[src/rtl/sp_ram_ctrl_pkg.sv]
// sp_ram_pkg: shared defaults and the controller state encoding.
//   DATA_W / ADDR_W / DEPTH / INIT_VALUE : default geometry and init word
//   state_t                              : INIT (power-up sweep), RUN (serving requests)
package sp_ram_pkg;
    localparam int          DATA_W     = 32;
    localparam int          ADDR_W     = 10;
    localparam int          DEPTH      = 2 ** ADDR_W;
    localparam logic [31:0] INIT_VALUE = 32'h0000_0000;

    typedef enum logic {
        INIT = 1'b0,
        RUN  = 1'b1
    } state_t;
endpackage

[src/rtl/sp_ram_ctrl_if.sv]
// sp_ram_ctrl_if: request/response bus of the single-port RAM controller.
//   req_valid/req_ready/req_we/req_addr/req_wdata : request channel
//   rsp_valid/rsp_ready/rsp_rdata                 : read response channel
//   master : requester side, slave : controller side
interface sp_ram_ctrl_if #(
    parameter int DATA_W = sp_ram_pkg::DATA_W,
    parameter int ADDR_W = sp_ram_pkg::ADDR_W
);
    logic              req_valid;
    logic              req_ready;
    logic              req_we;
    logic [ADDR_W-1:0] req_addr;
    logic [DATA_W-1:0] req_wdata;
    logic              rsp_valid;
    logic              rsp_ready;
    logic [DATA_W-1:0] rsp_rdata;

    modport master (
        output req_valid, req_we, req_addr, req_wdata, rsp_ready,
        input  req_ready, rsp_valid, rsp_rdata
    );

    modport slave (
        input  req_valid, req_we, req_addr, req_wdata, rsp_ready,
        output req_ready, rsp_valid, rsp_rdata
    );
endinterface

[src/rtl/sp_ram_ctrl_rsp_fifo.sv]
// sp_ram_rsp_fifo: 2-entry response buffer.
//   clk, rst_n : clock, async active-low reset (empties the buffer)
//   push/wdata : enqueue
//   pop/rdata  : dequeue, rdata is the current head
//   count      : occupancy 0..2
module sp_ram_rsp_fifo #(
    parameter int DATA_W = sp_ram_pkg::DATA_W
) (
    input  logic              clk,
    input  logic              rst_n,
    input  logic              push,
    input  logic [DATA_W-1:0] wdata,
    input  logic              pop,
    output logic [DATA_W-1:0] rdata,
    output logic [1:0]        count
);
    logic [DATA_W-1:0] mem [2];
    logic              wptr;
    logic              rptr;

    always_ff @(posedge clk or negedge rst_n) begin
        if (!rst_n) begin
            for (int i = 0; i < 2; i++) mem[i] <= '0;
            wptr  <= 1'b0;
            rptr  <= 1'b0;
            count <= 2'd0;
        end else begin
            if (push) begin
                mem[wptr] <= wdata;
                wptr      <= ~wptr;
            end
            if (pop) rptr <= ~rptr;
            count <= count + {1'b0, push} - {1'b0, pop};
        end
    end

    assign rdata = mem[rptr];

    // The controller's admission rule makes both of these unreachable.
    a_no_underflow: assert property (@(posedge clk) disable iff (!rst_n)
        !(pop && count == 2'd0));
    a_no_overflow: assert property (@(posedge clk) disable iff (!rst_n)
        !(push && count == 2'd2));
endmodule

[src/rtl/sp_ram_ctrl.sv]
// sp_ram_ctrl: front end for a single-port RAM.
// After reset it sweeps INIT_VALUE into every word (INIT), then serves
// read/write requests (RUN). Reads return in order through a 2-entry FIFO,
// with a bypass from ram_q so an empty FIFO answers one cycle after accept.
//   clk, rst_n  : clock, async active-low reset
//   bus (slave) : request/response channel
//   init_done   : high from the first RUN cycle
//   ram_*       : drive/observe the sp_ram instance
module sp_ram_ctrl #(
    parameter int                              DATA_W     = sp_ram_pkg::DATA_W,
    parameter int                              ADDR_W     = sp_ram_pkg::ADDR_W,
    parameter logic [sp_ram_pkg::DATA_W-1:0]   INIT_VALUE = sp_ram_pkg::INIT_VALUE
) (
    input  logic              clk,
    input  logic              rst_n,
    sp_ram_ctrl_if.slave      bus,
    output logic              init_done,
    output logic [DATA_W-1:0] ram_data,
    output logic [ADDR_W-1:0] ram_addr,
    output logic              ram_we,
    input  logic [DATA_W-1:0] ram_q
);
    import sp_ram_pkg::*;

    state_t            state;
    logic [ADDR_W-1:0] cnt;
    logic              rd_inflight;
    logic [1:0]        fifo_count;
    logic [DATA_W-1:0] fifo_head;
    logic              req_ready;
    logic              accept;
    logic              rd_acc;
    logic              bypass;
    logic              fifo_push;
    logic              fifo_pop;

    always_ff @(posedge clk or negedge rst_n) begin
        if (!rst_n) begin
            state       <= INIT;
            cnt         <= '0;
            rd_inflight <= 1'b0;
            init_done   <= 1'b0;
        end else begin
            case (state)
                INIT: begin
                    cnt <= cnt + 1'b1;
                    if (&cnt) begin
                        state     <= RUN;
                        init_done <= 1'b1;
                    end
                end
                default: ;
            endcase
            rd_inflight <= rd_acc;
        end
    end

    // fifo_count + rd_inflight is the number of reads accepted but not yet
    // consumed; capping it at 2 guarantees every in-flight read has a slot.
    assign req_ready = (state == RUN) &&
                       (({1'b0, fifo_count} + {2'b00, rd_inflight}) < 3'd2);
    assign accept    = bus.req_valid & req_ready;
    assign rd_acc    = accept & ~bus.req_we;

    always_comb begin
        if (state == INIT) begin
            ram_we   = 1'b1;
            ram_addr = cnt;
            ram_data = INIT_VALUE[DATA_W-1:0];
        end else begin
            ram_we   = accept & bus.req_we;
            ram_addr = bus.req_addr;
            ram_data = bus.req_wdata;
        end
    end

    // With an empty FIFO the in-flight word is shown straight from ram_q; if
    // it is taken that cycle it never enters the FIFO. Otherwise it is queued
    // behind the head, which keeps rsp_rdata steady under backpressure.
    assign bypass    = rd_inflight & (fifo_count == 2'd0);
    assign fifo_push = rd_inflight & ~(bypass & bus.rsp_ready);
    assign fifo_pop  = bus.rsp_ready & (fifo_count != 2'd0);

    sp_ram_rsp_fifo #(.DATA_W(DATA_W)) u_fifo (
        .clk   (clk),
        .rst_n (rst_n),
        .push  (fifo_push),
        .wdata (ram_q),
        .pop   (fifo_pop),
        .rdata (fifo_head),
        .count (fifo_count)
    );

    assign bus.req_ready = req_ready;
    assign bus.rsp_valid = (fifo_count != 2'd0) | rd_inflight;
    assign bus.rsp_rdata = (fifo_count != 2'd0) ? fifo_head :
                           (bypass ? ram_q : '0);
endmodule

[src/flat_wrapper.sv]
// flat-port wrapper written by rule: the top's interface ports become plain ports
module sp_ram_ctrl_flat import sp_ram_pkg::*;
#(
    parameter int                              DATA_W     = sp_ram_pkg::DATA_W,
    parameter int                              ADDR_W     = sp_ram_pkg::ADDR_W,
    parameter logic [sp_ram_pkg::DATA_W-1:0]   INIT_VALUE = sp_ram_pkg::INIT_VALUE
)
  (clk, rst_n, init_done, ram_data, ram_addr, ram_we, ram_q, bus_req_valid, bus_req_we, bus_req_addr, bus_req_wdata, bus_rsp_ready, bus_req_ready, bus_rsp_valid, bus_rsp_rdata);
  sp_ram_ctrl_if #(.DATA_W(DATA_W), .ADDR_W(ADDR_W)) bus_i ();
  input  logic clk;
  input  logic rst_n;
  output logic init_done;
  output logic [DATA_W-1:0] ram_data;
  output logic [ADDR_W-1:0] ram_addr;
  output logic ram_we;
  input  logic [DATA_W-1:0] ram_q;
  input wire logic [$bits(bus_i.req_valid)-1:0] bus_req_valid;
  input wire logic [$bits(bus_i.req_we)-1:0] bus_req_we;
  input wire logic [$bits(bus_i.req_addr)-1:0] bus_req_addr;
  input wire logic [$bits(bus_i.req_wdata)-1:0] bus_req_wdata;
  input wire logic [$bits(bus_i.rsp_ready)-1:0] bus_rsp_ready;
  output wire logic [$bits(bus_i.req_ready)-1:0] bus_req_ready;
  output wire logic [$bits(bus_i.rsp_valid)-1:0] bus_rsp_valid;
  output wire logic [$bits(bus_i.rsp_rdata)-1:0] bus_rsp_rdata;
  assign bus_i.req_valid = bus_req_valid;
  assign bus_i.req_we = bus_req_we;
  assign bus_i.req_addr = bus_req_addr;
  assign bus_i.req_wdata = bus_req_wdata;
  assign bus_i.rsp_ready = bus_rsp_ready;
  assign bus_req_ready = bus_i.req_ready;
  assign bus_rsp_valid = bus_i.rsp_valid;
  assign bus_rsp_rdata = bus_i.rsp_rdata;
  sp_ram_ctrl #(.DATA_W(DATA_W), .ADDR_W(ADDR_W), .INIT_VALUE(INIT_VALUE)) u_core (.clk(clk), .rst_n(rst_n), .bus(bus_i), .init_done(init_done), .ram_data(ram_data), .ram_addr(ram_addr), .ram_we(ram_we), .ram_q(ram_q));
endmodule
[config.mk]
export PLATFORM = sky130hd
export DESIGN_NAME = sp_ram_ctrl_flat
export DESIGN_NICKNAME = d
export VERILOG_FILES = /design/src/rtl/sp_ram_ctrl_pkg.sv /design/src/rtl/sp_ram_ctrl_if.sv /design/src/rtl/sp_ram_ctrl_rsp_fifo.sv /design/src/rtl/sp_ram_ctrl.sv /design/src/flat_wrapper.sv
export SDC_FILE = /design/constraint.sdc
export NUM_CORES = 1
export LEC_CHECK = 0
export BUFFER_PORTS_ARGS = -buffer_cell sky130_fd_sc_hd__buf_2
export CELL_PAD_IN_SITES_DETAIL_PLACEMENT = 1
export CELL_PAD_IN_SITES_GLOBAL_PLACEMENT = 1
export CORE_MARGIN = 1
export CORE_UTILIZATION = 38
export DETAILED_ROUTE_END_ITERATION = 12
export GPL_TIMING_DRIVEN = 1
export PLACE_DENSITY = 0.86
export RECOVER_POWER = 50
export SETUP_SLACK_MARGIN = 0.1
export SYNTH_ARGS = -nofsm -noshare
export SYNTH_HDL_FRONTEND = slang
export SYNTH_HIERARCHICAL = 1
export SYNTH_SLANG_ARGS = --single-unit
[constraint.sdc]
create_clock -name clk -period 2.2 [get_ports clk]
set_input_delay 0.44 -clock clk [delete_from_list [all_inputs] [get_ports clk]]
set_output_delay 0.44 -clock clk [all_outputs]
set_load 0.03 [all_outputs]
After elaboration in Yosys (flattened, before gate mapping) --
Index checks and enable logic that the tools add are counted.
Operators by class: $add $sub $neg 4, multiply operators 0, div/mod/pow operators 0, $lt $le $gt $ge 4, equality and inequality tests 0, shifts and indexed selects 0, mux-type cells 13, bitwise operators 15, reduce and logical (&&, ||, !) cells 6
Operator list (count):
- $mux 32 | 7
- $bwmux 64 | 1
- $demux 32 s1 | 1
- $reduce_and 11->1 | 1
- $add 10x1->10 const B | 1
- $mux 10 | 1
- $reduce_and 10->1 | 1
- $and 1x1->1 | 7
- $not 1->1 | 5
- $ge 2x2->1 const B | 2
- $not 1->2 | 2
- $add 2x1->3 | 1
- $lt 3x2->1 const B | 1
- $mux 1 | 3
- $add 2x1->2 | 1
- $logic_and 1x1->1 | 2
- $logic_not 2->1 | 1
- $lt 2x1->1 const B | 1
- $reduce_bool 2->1 | 1
- $sub 2x1->2 | 1
- $or 1x1->1 | 1
Storage, ports and cells: bits in registers 81, bits in latches 0, memory bits (writable) 0, bits in read-only memories 0, bits of input ports 79, output and inout bits 78, word-level logic and storage cells 51, memories 0

Longest topological paths before layout --
Gate-level depths: netlist of run 1.
depth after elaboration 7, depth in mapped cells 8, mapped depth without buffers 7

Modules after synthesis --
Netlist of run 1, hierarchy kept.
By module, submodules not included:
- sp_ram_rsp_fifo | instances 1, cells an instance 185, area an instance 2974.1 um2
- sp_ram_ctrl | instances 1, cells an instance 205, area an instance 1410.1 um2

Worst setup path before layout of run 1 --
Ideal clock, no wire load.
path type register to output, start register u_core.state, end output port ram_we, arrival time 1360 ps, setup slack 400 ps, cell stages (with the launch flop) 4, cells stage by stage dfrtp_1 -> buf_2 -> nand4b_1 -> o21ai_0
On the way: longest elaborated chain between the ends 4
Ends and longest elaborated chain:
- start: declaration | line sp_ram_ctrl.sv:25 | state_t state;
- start signal: assignment | line sp_ram_ctrl.sv:39 | state <= INIT;
- start signal: assignment | line sp_ram_ctrl.sv:48 | state <= RUN;
- $logic_and 1x1->1 | line sp_ram_ctrl.sv:60 | assign req_ready = (state == RUN) &&
- $and 1x1->1 | line sp_ram_ctrl.sv:62 | assign accept = bus.req_valid & req_ready;
- $and 1x1->1 | line sp_ram_ctrl.sv:71 | ram_we = accept & bus.req_we;
- $mux 1 * | line sp_ram_ctrl.sv:66 | if (state == INIT) begin
- end: declaration | line flat_wrapper.sv:15 | output logic ram_we;
Mark *: on every way between the ends. The rest lies on a longest branch, timed or not.

Final worst setup path of run 1 --
start register u_core.u_fifo.count[1], end output port bus_rsp_rdata[22]
On the way: longest elaborated chain between the ends 4, elaborated cells on any way between the ends 5, those cells by class mux: 2; bitwise: 1; reduce/logical: 2
Ends and longest elaborated chain:
- start: declaration | line sp_ram_ctrl_rsp_fifo.sv:15 | output logic [1:0] count
- start signal: assignment | line sp_ram_ctrl_rsp_fifo.sv:33 | count <= count + {1'b0, push} - {1'b0, pop};
- $logic_not 2->1 | line sp_ram_ctrl.sv:80 | assign bypass = rd_inflight & (fifo_count == 2'd0);
- $and 1x1->1 | line sp_ram_ctrl.sv:80
- $mux 32 | line sp_ram_ctrl.sv:97 | (bypass ? ram_q : '0);
- $mux 32 * | line sp_ram_ctrl.sv:96 | assign bus.rsp_rdata = (fifo_count != 2'd0) ? fifo_head :
- end: declaration | line flat_wrapper.sv:24 | output wire logic [$bits(bus_i.rsp_rdata)-1:0] bus_rsp_rdata;
Marks and branches as above.

==> results of run 1 <==
## how the worst min path moves through the flow
stage,start,endpoint,slack [ps],cells past startpoint
floorplan,rst_n,u_core/cnt[0]$_DFFE_PN0N_,140,0
global placement,rst_n,u_core/u_fifo/mem[33]$_DFFE_PN0P_,460,1
detailed placement,rst_n,u_core/u_fifo/mem[1]$_DFFE_PN0P_,480,1
CTS,rst_n,u_core/cnt[2]$_DFFE_PN0N_,130,1
global route,bus_req_we,u_core/rd_inflight$_DFF_PN0_,290,2
finish,bus_req_we,u_core/rd_inflight$_DFF_PN0_,280,2
## power by group
| group | switching, mW | internal [mW] | leakage (nW) |
|---|---|---|---|
| Clock | 0.555 | 1.02 | 0.153 |
| Combinational | 0.501 | 0.309 | 1.85 |
| Sequential | 0.0443 | 1.52 | 1.11 |
## cell families (layout without fill, tap and decap cells)
logic type | count (synthesis) | after routing | share of synthesized area
xor gates and xnor gates | 13 | 13 | 0.02597
AOI/OAI and AO/OA | 4 | 4 | 0.007420
muxes | 107 | 107 | 0.2817
and+or+nand+nor | 152 | 152 | 0.1710
DFF | 81 | 81 | 0.4623
buffers and inverters | 30 | 190 | 0.04309
adders and majority gates | 3 | 3 | 0.008563
## layout by cell type, fill, tap and decap left out
master,Yosys,final
nand4b_1,1,1
nand4_1,2,2
nor3_1,0,1
mux2_4,8,8
and4_1,0,1
o21ai_0,1,1
buf_2,14,134
a41o_1,2,2
clkbuf_2,2,1
clkbuf_16,0,9
ha_1,3,3
nand2_1,69,69
nor2_4,0,1
nor2b_4,0,1
buf_4,0,9
a21boi_0,1,1
nand3_1,33,34
or2_1,1,1
buf_12,0,3
clkinv_2,0,1
xor2_1,5,5
clkbuf_8,0,1
buf_8,1,1
nor2_1,3,3
clkbuf_1,4,24
mux2_2,99,99
nand2b_1,1,1
inv_1,3,3
or3_1,1,1
bufinv_16,0,2
and3_1,1,1
dfrtp_1,81,81
buf_6,6,2
and3b_1,2,2
and2_1,33,33
xnor2_1,8,8
## stage by stage
step | cell area (um2) | power (mW) | hold WS [ps] | utilization | cells
2_1_floorplan | 4384 | 2.076 | 144.4 | - | 390
3_3_place_gp | 5318 | 2.316 | 457.5 | 0.4821 | 675
3_5_place_dp | 5318 | 2.338 | 475.9 | 0.4821 | 675
4_1_cts | 5637 | 3.939 | 125.8 | 0.5110 | 690
5_1_grt | 5617 | 4.125 | 286.1 | 0.5092 | 690
6_report | 5617 | 3.947 | 279.9 | 0.5092 | 690
## synth_stat cells
library cell,instances
buf_8,1
nand3_2,1
nand2_1,69
nand3_1,33
a41o_1,2
o21ai_0,1
nand4_1,2
ha_1,3
nor2_2,1
or3_1,1
and4_4,1
mux2_2,99
and3b_1,2
buf_6,6
dfrtp_1,81
nand4b_1,1
a21boi_0,1
inv_1,3
and2_1,33
or2_1,1
nor3_2,1
xnor2_1,8
clkbuf_1,4
nor2b_1,1
nor2_1,3
xor2_1,5
and3_1,1
buf_2,14
clkbuf_2,2
mux2_4,8
nand2b_1,1
## timing repair
action | in CTS | in global routing
hold buffers | 0 | 0
setup endpoints to repair | 27 | 30
gates resized for setup | 2 | 7
pin swaps | 0 | 0
## metal layers
metal / track usage / routed length, um
met5: 0 / 0
met4: 0.05429 / 127
met3: 0.03438 / 494
met2: 0.3774 / 6203
met1: 0.2205 / 4419
## flip-flops by register name, indices dropped and copies added (netlist names)
signal               flops
u_core/rd_inflight       1
u_core/u_fifo/rptr       1
u_core/u_fifo/wptr       1
u_core/state             1
u_core/cnt              10
u_core/u_fifo/mem       64
u_core/u_fifo/count      2
u_core/init_done         1
## final cells by class
cell class | instances | area share
multi-input combinational | 279 | 0.3861
sequential | 81 | 0.3609
timing repair buffer | 172 | 0.1644
clock buffer | 12 | 0.04388
tap | 140 | 0.03119
clock inverter | 3 | 0.01158
inverter | 3 | 0.002005
==> metrics.md, run 1 <==
| Metric | Value |
|---|---|
| Status | finished clean |
| DRT Wirelength | 11,250 um |
| Worst EP arrival | 1610 ps |
| Crit. End Element | primary output |
| Num CTS Buffers | 9 |
| RSZ-0062 raised after global routing | yes |
| Cell Pwr Density | 702.7 nW/um2 |
| WP buf/inv | 2 |
| Via Count | 3,483 |
| R2R cell count | 7 |
| PnR worst setup slack | approximately 150 ps |
| Reg2Reg Capture Point | u_core/u_fifo/count[1]$_DFF_PN0_ |
| Rows | 38 |
| CTS tree | built |
| GP Congestion | 0.7654 |
| Die area | 11,970 um2 |
| Layout area overhead | 28.11% |
| CP Launch Type | flop |
| Width of the die | approximately 110 um |
| Gate Count Post-Synth | 390 |
| Post-route ant nets | 0 |
| First-pass GRT wire length | 17,860 um |
| Crit-path max cell delay | 450 ps |
| Synthesized area per cell | 11.24 um2 |
| Total track usage | 0.1964 |
| WP data required | 1760 ps |
| Vias in the first global route | 3,698 |
| Worst Tran Pin Value | between 1000 and 1500 ps |
| Worst reg2reg setup slack | 320 ps |
| Hold crit path type | in2reg |
| Slowest-stage cell, CP | dfrtp_1 |
| Max Slew Vio Count | 0 |
| Largest cells by area after synthesis | dfrtp_1 (46%), mux2_2 (25%), nand2_1 (5.9%), and2_1 (4.7%), nand3_1 (3.8%) |
| DR iter-0 viols | 86 |
| Setup TNS | 0 ps |
| Seq/Total Area, Yosys | 0.4623 |
| Max_cap viols | 0 |
| Synth top area share | 0.4623 |
| Max FO, Critical Path | 32 |
| Synthesized flop and latch total | ~80 |
| Latest clock arrival within the worst-skew pair | roughly 330 ps |
| Maximum root-to-sink buffer count | 2 |
| Critical path's top delay family | flip-flops |
| Worst-path cell chain | or2_1 -> buf_8 -> nand2_1 -> nand2_1 -> buf_2 |
| Post-DP HPWL | around 8200 um |
| Initial antenna violation count | 0 |
| Slew HR | 0.2566 |
| Multi-input logic area | 2168 um2 |
| Final Hold Fails | 0 |
| GRT overflow | 0 |
| Routed length per instance | 16.30 um |
| DR vias/cell | a little over 5 |
| Worst-path clk slew | 60 ps |
| Die Height | 109.4 um |
| Peak supply drop | 0.3789 mV |
| Area occupied by registers | 2027 um2 |
| Fin crit share | 0.9329 |
| Root Driver | clkbuf_16 |
| Post-CTS setup buffers | 0 |
| Netlist cell types | 31 |
| # H-tree levels | 3 |
| CP Launch Point | u_core/u_fifo/count[1]$_DFF_PN0_ |
| IO buf count | approximately 160 |
| # nets final | 628 |
| Clock Skew | around 5.6 ps |
| Leading area contributor after synthesis | dfrtp_1 |
| Pre-CTS WS | 386.2 ps |
| Static Leak | slightly above 3 nW |
| DRC | 0 |
| Filler instances | between 1,000 and 1,500 |
| Initial DRT Pass Iterations | 4 |
| Final setup fails | 0 |
| Layout cell share with drive strength beyond 1 | 0.4945 |
| Core area | between 10,000 and 15,000 um2 |
| Pin count of the biggest net entering global routing | 43 |
| Post-synth net total | 472 |
| Synth Cell Area | 4384 um2 |
| Clk sinks | 81 |
| WP depth | 5 |
| Crit Path Class | reg2out |
| Warning count from the yosys run | 6 |
| CP dominant cell by count | nand2_1 |
| Starting Density | 0.3975 |
| RR Startpoint | u_core/u_fifo/count[1]$_DFF_PN0_ |
| Final Critical Period | 2052 ps |
| Io pins | 157 |
| # diodes | 0 |
| End point of the critical path | bus_rsp_rdata[22] |
| FMAX | 487.3 MHz |
(Power assumes the default switching activity.)
==> inputs of run 2 (changes only) <==
Settings changed: PLACE_DENSITY 0.86 to default, PLACE_DENSITY_LB_ADDON from default to 0.1.
==> run 2 against run 1 <==
Fmax fell by 0.54%. Non-clock buffer count grew 5. Clock power grew 17%. Die area did not move. Worst setup slack lost 11 ps. Clock-buffer cell count down 2. Critical endpoint is now bus_rsp_rdata[16].
==> metrics.md, run 2 (same netlist as run 1, synthesis figures left out) <==
| Metric | Value |
|---|---|
| Status | finished clean (unchanged) |
| Core area | 11,030 um2 (unchanged) |
| WP data required | 1760 ps (about the same) |
| Root Driver | clkbuf_16 (unchanged) |
| Clock Skew | 5.532 ps (was 5.559 ps) |
| Fin crit share | 0.9379 (was 0.9329) |
| Die area | 11,970 um2 (unchanged) |
| Crit Path Class | reg2out (unchanged) |
| Top Metal Used | met4 (unchanged) |
| # H-tree levels | 3 (unchanged) |
| Max FO, Critical Path | 8 (was 32) |
| Layout area overhead | 31.36% (was 28.11%) |
| CTS tree | built (unchanged) |
| Maximum root-to-sink buffer count | 2 (unchanged) |
| FMAX | 484.6 MHz (was 487.3 MHz) |
| Rows | 38 (unchanged) |
| Width of the die | 109.4 um (unchanged) |
| Starting Density | 0.3975 (unchanged) |
| # diodes | 0 (unchanged) |
| First-pass GRT wire length | 18,340 um (was 17,860 um) |
| Post-route ant nets | 0 (unchanged) |
| Setup TNS | 0 ps (unchanged) |
| Vias in the first global route | 3,624 (was 3,698) |
| Worst Tran Pin Value | 1099 ps (was 1115 ps) |
| Metal2 WL | 5990 um (was 6203 um) |
| Most frequent cells in the layout | buf_2 (135), mux2_2 (99), dfrtp_1 (80), nand2_1 (65), nand3_1 (34) (was buf_2 (134), mux2_2 (99), dfrtp_1 (81), nand2_1 (69), nand3_1 (34)) |
| Met3 WL | 553 um (was 494 um) |
| Largest registers | u_core/u_fifo/mem x64, u_core/cnt x10, u_core/u_fifo/count x2 (unchanged) |
| Final Hold Fails | 0 (unchanged) |
| Static Leak | 3.189 nW (was 3.110 nW) |
| Pin count of the biggest net entering global routing | 43 (unchanged) |
| Io pins | 157 (unchanged) |
| R2R cell count | 5 (was 7) |
| Placed cell area | 5331 um2 (was 5318 um2) |
| Final Core Density | 0.5221 (was 0.5092) |
| DRC | 0 (unchanged) |
| Initial DRT Pass Iterations | 4 (unchanged) |
| Filler instances | 1,267 (was 1,288) |
| DR vias/cell | 4.925 (was 5.048) |
| # nets final | 633 (was 628) |
| Latest clock arrival within the worst-skew pair | 330 ps (about the same) |
| Layout cell share with drive strength beyond 1 | 0.5144 (was 0.4945) |
| CP Launch Type | flop (unchanged) |
| Via Count | 3,428 (was 3,483) |
| Die Height | 109.4 um (unchanged) |
| Cell Pwr Density | 770.0 nW/um2 (was 702.7 nW/um2) |
| IO buf count | 156 (unchanged) |
| Final Critical Period | 2063 ps (was 2052 ps) |
| Reg with most FFs | u_core/u_fifo/mem (unchanged) |
| DR iter-0 viols | 131 (was 86) |
| Crit. End Element | primary output (unchanged) |
| Worst-path clk slew | 60 ps (about the same) |
| Peak supply drop | 0.4612 mV (was 0.3789 mV) |
| Design Area, Final | 5759 um2 (was 5617 um2) |
| Max_cap viols | 0 (unchanged) |
| Max Slew Vio Count | 0 (unchanged) |
| Num CTS Buffers | 9 (unchanged) |
| Pre-CTS WS | 361.5 ps (was 386.2 ps) |
| RSZ-0062 raised after global routing | no (was yes) |
| Commonest non-fill, non-tap cell in the layout | buf_2 (unchanged) |
| Worst EP arrival | 1620 ps (was 1610 ps) |
| Hold Path Depth | 2 (unchanged) |
| Total track usage | 0.2028 (was 0.1964) |
| Post-DP HPWL | 7915 um (was 8204 um) |
| Hold crit path type | in2reg (unchanged) |
| GP Congestion | 0.6874 (was 0.7654) |
| PnR worst setup slack | 136.6 ps (was 147.7 ps) |
| Final setup fails | 0 (unchanged) |
| GRT overflow | 0 (unchanged) |
| Clk sinks | 81 (unchanged) |
| Initial antenna violation count | 0 (unchanged) |
| Max reg flops | 64 (unchanged) |
| Routed length per instance | 16.89 um (was 16.30 um) |
| Slew HR | 0.2672 (was 0.2566) |
| Met1 WL | 5058 um (was 4419 um) |
| DRT Wirelength | 11,760 um (was 11,250 um) |
==> run 2: changes by cell type in the layout (fill, tap and decap cells not counted), sizes merged <==
cell / change
clkinvlp: +1
buf: +7
clkbuf: -4
bufinv: +2
clkinv: -1
inv: +1
==> run 2: where the power goes <==
part	switching [mW]	internal (mW)
clock network	0.602	1.23
registers	0.0532	1.52
logic	0.559	0.467
==> run 2: through the flow <==
stage	hold WS [ps]	power [mW]	std cells
after global routing	265.3	4.615	696
after floorplan	144.4	2.076	390
after detailed placement	467.6	2.397	674
after global placement	459.0	2.374	674
final	276.1	4.435	696
after CTS	111.7	4.303	693
==> run 2: worst max-delay path, stage by stage, from the launching register on <==
cell	delay [ps]
dfrtp_2	400
buf_6	130
buf_12	130
mux2_2	330
nand2_1	60
nand2_1	60
buf_2	180
==> run 2: final cells by class <==
class | count | area [um2] | area share
Sequential cell | 81 | 2028 | 0.3522
Timing Repair Buffer | 177 | 1007 | 0.1749
Clock buffer | 10 | 229.0 | 0.03976
Multi-Input combinational cell | 279 | 2170 | 0.3767
Inverter | 3 | 11.26 | 0.001955
Tap cell | 140 | 175.2 | 0.03041
Clock inverter | 6 | 138.9 | 0.02411
==> run 2: final timing paths <==
check                                                  start                                end  slack (ps)
max                           u_core/u_fifo/rptr$_DFFE_PN0P_                  bus_rsp_rdata[16]         140
min                                               bus_req_we       u_core/rd_inflight$_DFF_PN0_         280
max reg2reg                 u_core/u_fifo/count[1]$_DFF_PN0_  u_core/u_fifo/mem[56]$_DFFE_PN0P_         180
min reg2reg                u_core/u_fifo/mem[35]$_DFFE_PN0P_  u_core/u_fifo/mem[35]$_DFFE_PN0P_         480
max in group asynchronous                              rst_n     u_core/u_fifo/rptr$_DFFE_PN0P_        1090
min in group asynchronous                              rst_n          u_core/cnt[0]$_DFFE_PN0N_         300
==> run 2: metal layers <==
layer,vias to the layer above,track usage
met5,-,0
met4,0,0.07048
met3,12,0.03379
met2,94,0.3634
met1,1669,0.2452
li1,1653,-
==> run 2: repair_timing <==
item,4_1_cts,5_1_grt
setup buffers,3,2
endpoints found under the setup margin,25,22
hold buffers,0,0
gates resized for setup,2,18
gates cloned,0,1
